## config.mk

```make
export PLATFORM = sky130hd
export DESIGN_NAME = seg_scan2
export DESIGN_NICKNAME = d
export VERILOG_FILES = /design/src/rtl/seg_scan2.sv
export SDC_FILE = /design/constraint.sdc
export NUM_CORES = 1
export LEC_CHECK = 0
export ABC_AREA = 0
export CAP_MARGIN = 10
export CORE_MARGIN = 2
export CORE_UTILIZATION = 45
export CTS_BUF_LIST = sky130_fd_sc_hd__clkbuf_8
export DETAILED_ROUTE_END_ITERATION = 12
export PLACE_DENSITY = 0.71
export SKIP_LAST_GASP = 1
export SYNTH_ARGS = -nofsm -noshare
export SYNTH_HDL_FRONTEND = slang
export SYNTH_SLANG_ARGS = --single-unit
```

## constraint.sdc

```tcl
create_clock -name clk -period 4.8 [get_ports clk]
set_input_delay 0.96 -clock clk [delete_from_list [all_inputs] [get_ports clk]]
set_output_delay 0.96 -clock clk [all_outputs]
set_load 0.005 [all_outputs]
```

## src/rtl/seg_scan2.sv

```systemverilog
// Two-digit multiplexed seven-segment scanner with frame-synchronous double buffering.
// Digits are shown ones-then-tens, with all-off gaps between them to avoid ghosting.
module seg_scan2 #(
    parameter int DIGIT_CYC     = 50000,
    parameter int BLANK_CYC     = 500,
    parameter int LEADING_BLANK = 1
) (
    input  logic       clk,
    input  logic       reset,
    input  logic [3:0] ten,
    input  logic [3:0] one,
    input  logic       load,
    output logic [6:0] seg,
    output logic [1:0] an,
    output logic       frame
);

    localparam int MAX_CYC = (DIGIT_CYC > BLANK_CYC) ? DIGIT_CYC : BLANK_CYC;
    localparam int CW      = (MAX_CYC > 1) ? $clog2(MAX_CYC) : 1;
    localparam logic [CW-1:0] DIGIT_LAST = CW'(DIGIT_CYC - 1);
    localparam logic [CW-1:0] BLANK_LAST = CW'(BLANK_CYC - 1);

    typedef enum logic [1:0] {ONES, GAP1, TENS, GAP0} state_t;

    state_t        state_q, state_d;
    logic [CW-1:0] cnt_q, cnt_d;
    logic [3:0]    pendTen_q, pendTen_d, pendOne_q, pendOne_d;
    logic [3:0]    shadowTen_q, shadowTen_d, shadowOne_q, shadowOne_d;
    logic [6:0]    seg_q, seg_d;
    logic [1:0]    an_q, an_d;
    logic          frame_q, frame_d;
    logic          slotLast;
    logic          frameStart;

    function automatic logic [6:0] enc(input logic [3:0] d);
        case (d)
            4'd0:    enc = 7'h40;
            4'd1:    enc = 7'h79;
            4'd2:    enc = 7'h24;
            4'd3:    enc = 7'h30;
            4'd4:    enc = 7'h19;
            4'd5:    enc = 7'h12;
            4'd6:    enc = 7'h02;
            4'd7:    enc = 7'h78;
            4'd8:    enc = 7'h00;
            4'd9:    enc = 7'h10;
            default: enc = 7'h06;
        endcase
    endfunction

    // Outputs are decoded from the next state so they change on the same edge as the state.
    always_comb begin
        slotLast = (state_q == ONES || state_q == TENS) ? (cnt_q == DIGIT_LAST)
                                                        : (cnt_q == BLANK_LAST);
        state_d = state_q;
        cnt_d   = cnt_q + CW'(1);
        if (slotLast) begin
            cnt_d = '0;
            case (state_q)
                ONES:    state_d = GAP1;
                GAP1:    state_d = TENS;
                TENS:    state_d = GAP0;
                default: state_d = ONES;
            endcase
        end
        frameStart = slotLast && (state_q == GAP0);

        pendTen_d = load ? ten : pendTen_q;
        pendOne_d = load ? one : pendOne_q;
        // Taking the already-updated pending value gives the same-edge load bypass for free.
        shadowTen_d = frameStart ? pendTen_d : shadowTen_q;
        shadowOne_d = frameStart ? pendOne_d : shadowOne_q;

        seg_d = 7'h7F;
        an_d  = 2'b11;
        case (state_d)
            ONES: begin
                an_d  = 2'b10;
                seg_d = enc(shadowOne_d);
            end
            TENS: begin
                if (!(LEADING_BLANK != 0 && shadowTen_d == 4'd0)) begin
                    an_d  = 2'b01;
                    seg_d = enc(shadowTen_d);
                end
            end
            default: ;
        endcase
        frame_d = (state_d == ONES) && (cnt_d == '0);
    end

    always_ff @(posedge clk) begin
        if (reset) begin
            state_q     <= GAP0;
            cnt_q       <= BLANK_LAST;
            pendTen_q   <= '0;
            pendOne_q   <= '0;
            shadowTen_q <= '0;
            shadowOne_q <= '0;
            seg_q       <= 7'h7F;
            an_q        <= 2'b11;
            frame_q     <= 1'b0;
        end else begin
            state_q     <= state_d;
            cnt_q       <= cnt_d;
            pendTen_q   <= pendTen_d;
            pendOne_q   <= pendOne_d;
            shadowTen_q <= shadowTen_d;
            shadowOne_q <= shadowOne_d;
            seg_q       <= seg_d;
            an_q        <= an_d;
            frame_q     <= frame_d;
        end
    end

    assign seg   = seg_q;
    assign an    = an_q;
    assign frame = frame_q;

endmodule

```

Word-level counts from Yosys, hierarchy flattened. Memory sizes are Yosys's and may differ from the RTL's. Index checks and enable logic that the tools add are counted.

Bits in registers: 44. Memory bits (read-only): 224. Output and inout port bits: 10. Logic and storage cells: 37. Memories: 2.

Add/subtract/negate cells: 1. Equal/unequal tests: 6. Muxes and demuxes: 12. Reductions and logical operators: 7.

Memory list: (name not given) (words 16, width 7, rd ports 1, clocked after memory_dff 0, wr ports 0, line 36) `case (d)`; (name not given) (words 16, width 7, rd ports 1, clocked after memory_dff 0, wr ports 0, line 36).

Operators by type and width (number): 16-bit by 1-bit adder with 16-bit output (second input constant) (1); 16-bit equality test (second input constant) (1); 16-bit by 9-bit equality test with 1-bit output (second input constant) (1); 16-bit logical NOT (1); 16-bit two-way mux (1); 4-bit two-way mux (4); 7-bit case mux with 2 select lines (1); 7-bit two-way mux (1); 2-bit equality test (second input constant) (3); 2-bit case mux with 3 select lines (1); 2-bit logical NOT (2); 4-bit logical NOT (1); 2-bit two-way mux (2); 2-bit case mux with 2 select lines (1); 2-bit by 1-bit equality test with 1-bit output (second input constant) (1); 1-bit logical AND (2); 1-bit logical OR (1); 1-bit two-way mux (1).

Logic depth before layout (Yosys ltp). Gate-level depths: netlist of run 1.

Depth after elaboration: 8. Depth in mapped cells: 11. Mapped depth without buffers: 11.

Least setup slack after synthesis of run 1. No wires, ideal clock.

Path kind: input-to-reg. From: in load. To: reg seg_q[3], in the netlist seg[3]. Setup time: 0.128 ns. Arrival time: 2.880 ns. Data required time: 4.672 ns. Slack: 1.792 ns. Stages on the path: 10. Buffers on the path: 2. Path through: buf_2 > buf_1 > mux2i_1 > nor2_1 > a21oi_1 > inv_1 > ha_1 > and3_1 > o31ai_1 > a2bb2oi_1.

Cells in the longest elaborated chain, start to end: 5.

RTL lines: start, declared (line 12) `input logic load,`; 4-bit two-way mux * (line 68) `pendTen_d = load ? ten : pendTen_q;`; 4-bit two-way mux * (line 71) `shadowTen_d = frameStart ? pendTen_d : shadowTen_q;`; named net shadowTen_d[0] (line 28) `logic [3:0] shadowTen_q, shadowTen_d, shadowOne_q, shadowOne_d;`; memory 16 x 7 bit / 4-bit logical NOT (equally long branches); 7-bit two-way mux * (line 82) `if (!(LEADING_BLANK != 0 && shadowTen_d == 4'd0)) begin`; 7-bit case mux with 2 select lines * (line 76) `case (state_d)`; end signal, assigned (line 110) `seg_q <= seg_d;`; end, declared (line 29) `logic [6:0] seg_q, seg_d;`.

The timed path passes the listed nets; every way through them passes the cells marked *. A chain may end at the register's enable or synchronous reset.

Worst setup path in the final report of run 1.
From: in load. To: reg seg_q[0], in the netlist seg[0].

Same word-level chain as after synthesis.

==> results.txt, run 1 <==
----------------------------------------------------
[Logic synthesis]
  Area fraction of the dominant cell type after synthesis ... between 30% and 40%
  Syn Nets ... roughly 320
  Top post-synthesis cells by area ... sky130_fd_sc_hd__dfxtp_1 (33%), sky130_fd_sc_hd__ha_1 (7.0%), sky130_fd_sc_hd__nor2_1 (5.3%), sky130_fd_sc_hd__mux2i_1 (4.1%), sky130_fd_sc_hd__xor2_1 (2.9%)
  Yosys reg bits ... 44
  Proportion of synthesized flip-flops having asynchronous set or reset ... 0%
  Cell type contributing the most total cell area after synthesis ... sky130_fd_sc_hd__dfxtp_1
  Most numerous cell in the Yosys netlist ... sky130_fd_sc_hd__dfxtp_1
  Synth warn ... 0
  Distinct cell type count of the synthesized netlist ... 61
  Leading register cell type out of synthesis ... sky130_fd_sc_hd__dfxtp_1
  Number of enable-type register cells in the synthesized netlist ... 0
  Post-synthesis average cell area ... between 9 and 10 um2
  Count of mapped cells out of synthesis ... 298
  Sequential-to-total area share from yosys stat ... 32.7%
  Area of the mapped netlist ... roughly 2700 um2
  Synth cell count leaders ... sky130_fd_sc_hd__dfxtp_1 (44), sky130_fd_sc_hd__nor2_1 (38), sky130_fd_sc_hd__ha_1 (15), sky130_fd_sc_hd__nand3_1 (15), sky130_fd_sc_hd__inv_1 (13)

[Pwr]
  Sw Pwr ... 0.000594 W
  Ratio of total power to cell area ... 469 nW/um2
  Leakage component of the power ... 1.23 nW
  Portion of total power attributed to combinational logic ... 50.3%
  Part of the total power dissipated in sequential elements ... approximately 34%
  VDD IR-drop max ... 0.301 mV
  Internal power ... 0.000822 W
  Net Sw Frac ... between 40% and 50%
  Portion of total power attributed to the clock network ... 15.5%

[Global route]
  Largest net degree at the start of global routing ... 31
  Global routing usage summed across all routing layers ... 19.3%
  Initial antenna violation count ... 0
  Leftover overflow at the end of global routing ... 0
  Via count of the first global-routing pass ... 2132
  Wire length of the first global-routing pass ... 9800 um

[Floorplan]
  Floorplan row count ... 28
  Die X-Extent ... ~81 um
  Area inside the core boundary ... 5850 um2
  Initial Utilization ... 46.1%
  Number of ports placed on the die boundary ... 21
  Die Y ... just over 80 um
  Die outline area ... 6630 um2

[Place]
  Global placement routability congestion ... 0.934
  Placed Cells ... 383
  Hpwl dp ... 4510 um
  Buffers added on ports ... 20

[Run status]
  Run status ... completed

[STA]
  Clock period minus worst slack ... between 3 and 4 ns
  Total Negative Setup Slacks ... 0 ns
  Period Utilization, post-route ... between 70% and 80%
  Unrepaired setup endpoints after global routing ... no
  Setup-violating endpoint count in the final report ... 0
  Worst slew pin tran ... 0.756 ns
  Maximum clock skew at final layout ... 0.00973 ns
  Total count of hold-check failures in the final report ... 0
  Max-slew headroom at the worst pin ... 49.4%
  Number of max-slew violations in the final report ... 0
  Timing-limited maximum frequency ... 0.296 GHz

[Drt]
  Number of vias after detailed routing ... around 2200
  Routed len/inst ... about 15 um
  Violation count after the first detailed-routing iteration ... 130
  Sum of routed wire length over all layers ... 6040 um
  Total iterations of the first detailed-routing run ... 4
  DRC viols ... 0
  Detail-routed via count per cell ... 5.69
  Number of antenna-violating nets in the routed design ... 0

[Setup path]
  Critical-path cell with the highest stage delay ... sky130_fd_sc_hd__clkdlybuf4s50_1
  Cell chain of the critical path ... clkdlybuf4s50_1 > mux2i_1 > nor2_1 > a21oi_1 > inv_1 > ha_1 > and3_1 > o31ai_1 > a2bb2oi_1
  WP buf/inv ... 2
  Crit path kind ... input pin to flip-flop
  Biggest fanout along the worst timing path ... 16
  Category of cells accounting for the largest share of critical-path delay ... buffers and inverters
  Worst path required time ... 4.98 ns
  Category of the worst setup path capture point ... flip-flop
  Arrival time of data at the critical path endpoint ... 3.56 ns
  Type of origin of the critical path ... input pin
  Slowest stage delay, CP ... roughly 0.93 ns

[Finish]
  Layout cell share with drive strength beyond 1 ... ~10%
  Core Util, Final ... 51.6%
  Number of nets in the layout ... 341
  Count of antenna diodes in the layout ... 0
  Number of cells in the finished layout apart from fillers ... 390
  Area grow syn2layout ... 11.9%

[CTS]
  CTS clk-pin slew, worst paths ... 0.08 ns
  Number of buffers added by the clock tree synthesis step ... 5
  TritonCTS clock tree ... built
  Post-CTS setup buffers ... 0
  Post-CTS resize count ... 0
  Post-cts hold buffer count ... 0
  Insertion delay to the later sink of the worst-skew pair ... around 0.30 ns
  Sink count of the clock tree ... 44
  H-tree Lvls ... 2
  CTS Root Cell ... sky130_fd_sc_hd__clkbuf_8
  Bufs on Longest Clock Path ... 2

[Min path]
  Hold crit path type ... flip-flop to flip-flop

[Run]
  Max-cap violation count ... 0

----------------------------------------------------
[power by group through the flow]
stage / clock (W) / combinational (W) / sequential (W)
final: 0.000219 / 0.000712 / 0.000484
after global placement: 0 / 0.000706 / 0.000490
after detailed placement: 0 / 0.000706 / 0.000490
after floorplan: 0 / 0.000558 / 0.000472
after global routing: 0.000241 / 0.000786 / 0.000492
after CTS: 0.000228 / 0.000710 / 0.000482
[tightest hold or removal path: stages, from the launching register on]
cell	delay, ns
sky130_fd_sc_hd__dfxtp_1	0.31
sky130_fd_sc_hd__mux2i_1	0.09
sky130_fd_sc_hd__nor2_1	0.09
[cell usage in the layout (no fill, tap or decap), types with 3 or more instances in the layout]
master and instances:
sky130_fd_sc_hd__inv_1 14, sky130_fd_sc_hd__o21bai_1 8, sky130_fd_sc_hd__dfxtp_1 44, sky130_fd_sc_hd__and3_1 5, sky130_fd_sc_hd__clkbuf_8 5, sky130_fd_sc_hd__nand4_1 4
sky130_fd_sc_hd__o31ai_1 5, sky130_fd_sc_hd__and4_1 4, sky130_fd_sc_hd__a21o_1 3, sky130_fd_sc_hd__a21oi_1 9, sky130_fd_sc_hd__or3_1 6, sky130_fd_sc_hd__nor3_1 9
sky130_fd_sc_hd__mux2_2 5, sky130_fd_sc_hd__nand3_1 15, sky130_fd_sc_hd__clkdlybuf4s50_1 20, sky130_fd_sc_hd__xnor2_1 8, sky130_fd_sc_hd__ha_1 15, sky130_fd_sc_hd__o2111ai_1 4
sky130_fd_sc_hd__nor4_1 3, sky130_fd_sc_hd__o21ai_0 5, sky130_fd_sc_hd__a211oi_1 4, sky130_fd_sc_hd__xor2_1 9, sky130_fd_sc_hd__nor2b_1 5, sky130_fd_sc_hd__a32oi_1 3
sky130_fd_sc_hd__nand2_1 9, sky130_fd_sc_hd__nor2_1 38, sky130_fd_sc_hd__mux2i_1 11, sky130_fd_sc_hd__and4bb_2 3
[sequential cells by signal (all words and copies together), names as in the netlist, 2 cells and up]
signal and count:
an 2, pendOne_q 4, shadowOne_q 4, pendTen_q 4
cnt_q 16, seg 7, state_q 2, shadowTen_q 4
[cell families after synthesis]
kind of cell | synth area share, %
AO/OA/AOI/OAI | 17.4
XOR/XNOR | 5.52
AND/OR/NAND/NOR | 23.9
flip-flops | 32.7
buffers and inverters | 4.41
multiplexers | 9.14
adder cells (fa/ha/maj) | 6.96
[cell type report]
class                           instances  area [um2]
Clock inverter                          2        8.76
Tap cell                               75        93.8
Fill cell                             512        2830
Sequential cell                        44         881
Clock buffer                            5        68.8
Inverter                               14        52.6
Timing Repair Buffer                   22         215
Multi-Input combinational cell        228        1700
[metal layers]
metal / vias up / GRT usage, % / share of wire, %
li1: 1114 / - / -
met1: 1048 / 22.8 / 45
met2: 44 / 33.7 / 49
met3: 12 / 3.56 / 3.0
met4: 0 / 8.64 / 2.2
met5: - / 0 / 0
[path summary, 6_finish.rpt]
path                startpoint           end  slack [ns]  depth (start not counted)
setup / recovery          load        seg[0]        1.42                          9
hold / removal    pendTen_q[0]  pendTen_q[0]        0.52                          2
setup reg to reg      cnt_q[0]        seg[1]        1.87                          8
hold reg to reg   pendTen_q[0]  pendTen_q[0]        0.52                          2
[per-stage QoR]
stage | setup WS (ns) | instance area, um2 | power [W] | hold slack, ns
3_3_place_gp | 1.26 | 2940 | 0.00120 | 0.499
4_1_cts | 1.44 | 3020 | 0.00142 | 0.531
2_1_floorplan | 1.79 | 2700 | 0.00103 | 0.474
5_1_grt | 1.21 | 3020 | 0.00152 | 0.553
6_report | 1.42 | 3020 | 0.00142 | 0.524
3_5_place_dp | 1.15 | 2940 | 0.00120 | 0.510
(Power assumes the default switching activity.)
==> inputs of run 2 (changes only) <==
==> constraint.sdc (replaced) <==
create_clock -name clk -period 3.4 [get_ports clk]
set_input_delay 0.68 -clock clk [delete_from_list [all_inputs] [get_ports clk]]
set_output_delay 0.68 -clock clk [all_outputs]
set_load 0.005 [all_outputs]
==> run 2 against run 1 <==
Global-route usage rose by 0.69 points; register-to-register slack lost 1.2 ns; final area up 1.5%; critical endpoint is now seg[1]; first-iteration DRC count is 25% lower; routed wire length is 2.4% higher; flip-flop and latch count is the same; clock power up 36%; final cell count rose by 1.3%; critical path depth up 2; power grew 43%; largest power group unchanged.
==> results.txt, run 2 (synthesis gave the netlist of run 1 again) <==
----------------------------------------------------
[Run status]
  Run status ... completed

[Floorplan]
  Area inside the core boundary ... 5850 um2 (unchanged)
  Die outline area ... 6630 um2 (unchanged)
  Die Y ... 81.4 um (unchanged)
  Initial Utilization ... 46.1% (unchanged)
  Die X-Extent ... 81.4 um (unchanged)
  Floorplan row count ... 28 (unchanged)
  Number of ports placed on the die boundary ... 21 (unchanged)

[STA]
  Setup-violating endpoint count in the final report ... 0 (unchanged)
  Number of max-slew violations in the final report ... 0 (unchanged)
  Worst slew pin tran ... 0.664 ns (-0.0920 ns)
  Clock period minus worst slack ... 2.78 ns
  Total Negative Setup Slacks ... 0 ns (unchanged)
  Total count of hold-check failures in the final report ... 0 (unchanged)
  Maximum clock skew at final layout ... 0.00713 ns (-0.00260 ns)
  Timing-limited maximum frequency ... 0.360 GHz
  Max-slew headroom at the worst pin ... 55.4% (+6.1 points)
  Unrepaired setup endpoints after global routing ... no
  Period Utilization, post-route ... 81.8%

[Finish]
  Post-route cell area ... 3060 um2 (+1.5%)
  Number of cells in the finished layout apart from fillers ... 395 (+1.3%)
  Core Util, Final ... 52.3% (+0.75 points)
  Area of the multi-input gates ... 1700 um2 (unchanged)
  Flip-flop count of the largest register after layout ... 16 (unchanged)
  Combined flip-flop and latch cell area ... 881 um2 (unchanged)
  Layout cell share with drive strength beyond 1 ... 11.9% (+1.7 points)
  Commonest non-fill, non-tap cell in the layout ... sky130_fd_sc_hd__dfxtp_1
  Top register by number of flip-flops ... cnt_q
  Count of antenna diodes in the layout ... 0 (unchanged)
  Number of nets in the layout ... 348 (+2.1%)
  Area grow syn2layout ... 13.5%
  Most frequent cells in the layout ... sky130_fd_sc_hd__dfxtp_1 (44), sky130_fd_sc_hd__nor2_1 (38), sky130_fd_sc_hd__clkdlybuf4s50_1 (20)
  Fill cell total of the finished layout ... 559 (+9.2%)

[Pwr]
  Portion of total power attributed to combinational logic ... 51.6% (+1.3 points)
  VDD IR-drop max ... 0.438 mV (+45%)
  Portion of total power attributed to the clock network ... 14.7% (-0.8 points)
  Net Sw Frac ... 41.5% (-0.52 points)
  Final Total Pwr ... 0.00202 W (+43%)
  Ratio of total power to cell area ... 661 nW/um2 (+41%)
  Leakage component of the power ... 1.25 nW (+1.8%)
  Part of the total power dissipated in sequential elements ... 33.7% (-0.5 points)
  Internal power ... 0.00118 W (+44%)
  Sw Pwr ... 0.000838 W (+41%)

[Setup path]
  Arrival time of data at the critical path endpoint ... 2.97 ns (-0.59 ns)
  Worst path required time ... 3.59 ns (-1.39 ns)
  Crit path kind ... flip-flop to flip-flop
  Category of the worst setup path capture point ... flip-flop
  Biggest fanout along the worst timing path ... 6 (-10)
  Type of origin of the critical path ... flip-flop

[Drt]
  Detail-routed via count per cell ... 5.69 (about the same)
  Routed len/inst ... 15.7 um (+1.1%)
  Number of vias after detailed routing ... 2247 (+1.3%)
  Sum of routed wire length over all layers ... 6180 um (+2.4%)
  Violation count after the first detailed-routing iteration ... 98 (-25%)
  DRC viols ... 0 (unchanged)
  Total iterations of the first detailed-routing run ... 5 (+1)
  Number of antenna-violating nets in the routed design ... 0 (unchanged)

[CTS]
  H-tree Lvls ... 2 (unchanged)
  CTS clk-pin slew, worst paths ... 0.08 ns (about the same)
  Post-CTS setup buffers ... 0 (unchanged)
  Insertion delay to the later sink of the worst-skew pair ... 0.29 ns (about the same)
  Sink count of the clock tree ... 44 (unchanged)
  Bufs on Longest Clock Path ... 2 (unchanged)
  Post-CTS resize count ... 0 (unchanged)
  CTS Root Cell ... sky130_fd_sc_hd__clkbuf_8
  TritonCTS clock tree ... built
  Post-cts hold buffer count ... 0 (unchanged)
  Number of buffers added by the clock tree synthesis step ... 5 (unchanged)

[Global route]
  Initial antenna violation count ... 0 (unchanged)
  Largest net degree at the start of global routing ... 30 (-3.2%)
  Via count of the first global-routing pass ... 2169 (+1.7%)
  Wire length of the first global-routing pass ... 9950 um (+1.5%)
  Leftover overflow at the end of global routing ... 0 (unchanged)
  Global routing usage summed across all routing layers ... 20.0% (+0.69 points)

[Place]
  Placed Cells ... 390 (+1.8%)
  Cell Area, Placed ... 2990 um2 (+1.8%)
  Hpwl dp ... 4740 um (+5.2%)
  Buffers added on ports ... 20 (unchanged)
  Global placement routability congestion ... 0.884 (-5.4%)

[Min path]
  Hold crit path type ... flip-flop to flip-flop

[Run]
  Max-cap violation count ... 0 (unchanged)

----------------------------------------------------
==> run 2: cell types whose count changed in the layout (fill, tap and decap cells not counted) <==
cell / previous run / this run
sky130_fd_sc_hd__inv_1: 14 / 13
sky130_fd_sc_hd__buf_4: 2 / 9
sky130_fd_sc_hd__clkinv_2: 1 / 0
==> run 2: metrics by stage <==
step / setup slack (ns) / hold slack [ns]
2_1_floorplan: 0.672 / 0.474
3_3_place_gp: 0.591 / 0.495
3_5_place_dp: 0.557 / 0.505
4_1_cts: 0.630 / 0.523
5_1_grt: 0.417 / 0.546
6_report: 0.620 / 0.517
==> run 2: area by class of cell <==
cell class	instances	share of cell area (%)
Inverter	14	1.72
Sequential cell	44	28.8
Clock buffer	5	2.25
Tap cell	75	3.07
Multi-Input combinational cell	228	55.4
Timing Repair Buffer	29	8.75
==> run 2: critical path, stage by stage, from the launching register on <==
cell,delay [ns]
sky130_fd_sc_hd__dfxtp_1,0.41
sky130_fd_sc_hd__ha_1,0.25
sky130_fd_sc_hd__nor3b_2,0.29
sky130_fd_sc_hd__and3_1,0.26
sky130_fd_sc_hd__nand3_1,0.23
sky130_fd_sc_hd__nor2_1,0.17
sky130_fd_sc_hd__a21oi_1,0.07
sky130_fd_sc_hd__buf_4,0.16
sky130_fd_sc_hd__ha_1,0.24
sky130_fd_sc_hd__a211oi_4,0.35
sky130_fd_sc_hd__inv_2,0.06
sky130_fd_sc_hd__o22a_1,0.21
==> run 2: power groups by stage <==
stage	Combinational, W	Clock [W]	Sequential, W
after detailed placement	0.00104	0	0.000692
after global routing	0.00115	0.000320	0.000691
final	0.00104	0.000298	0.000681
after CTS	0.00104	0.000305	0.000679
after global placement	0.00103	0	0.000689
after floorplan	0.000788	0	0.000666
==> run 2: worst paths after layout <==
| kind | startpoint | endpoint | slack, ns | cells past startpoint |
|---|---|---|---|---|
| max reg2reg | cnt_q[0] | seg[1] | 0.62 | 11 |
| min | cnt_q[0] | cnt_q[0] | 0.52 | 1 |
| max | cnt_q[0] | seg[1] | 0.62 | 11 |
| min reg2reg | cnt_q[0] | cnt_q[0] | 0.52 | 1 |
==> run 2: metal layers <==
| layer | up-vias | global-route usage, % | wire length (um) | share of wire [%] |
|---|---|---|---|---|
| met5 | - | 0 | 0 | 0 |
| met2 | 31 | 37.8 | 3250 | 53 |
| li1 | 1128 | - | - | - |
| met3 | 11 | 3.78 | 142 | 2.3 |
| met4 | 0 | 7.12 | 108 | 1.7 |
| met1 | 1077 | 21.9 | 2680 | 43 |
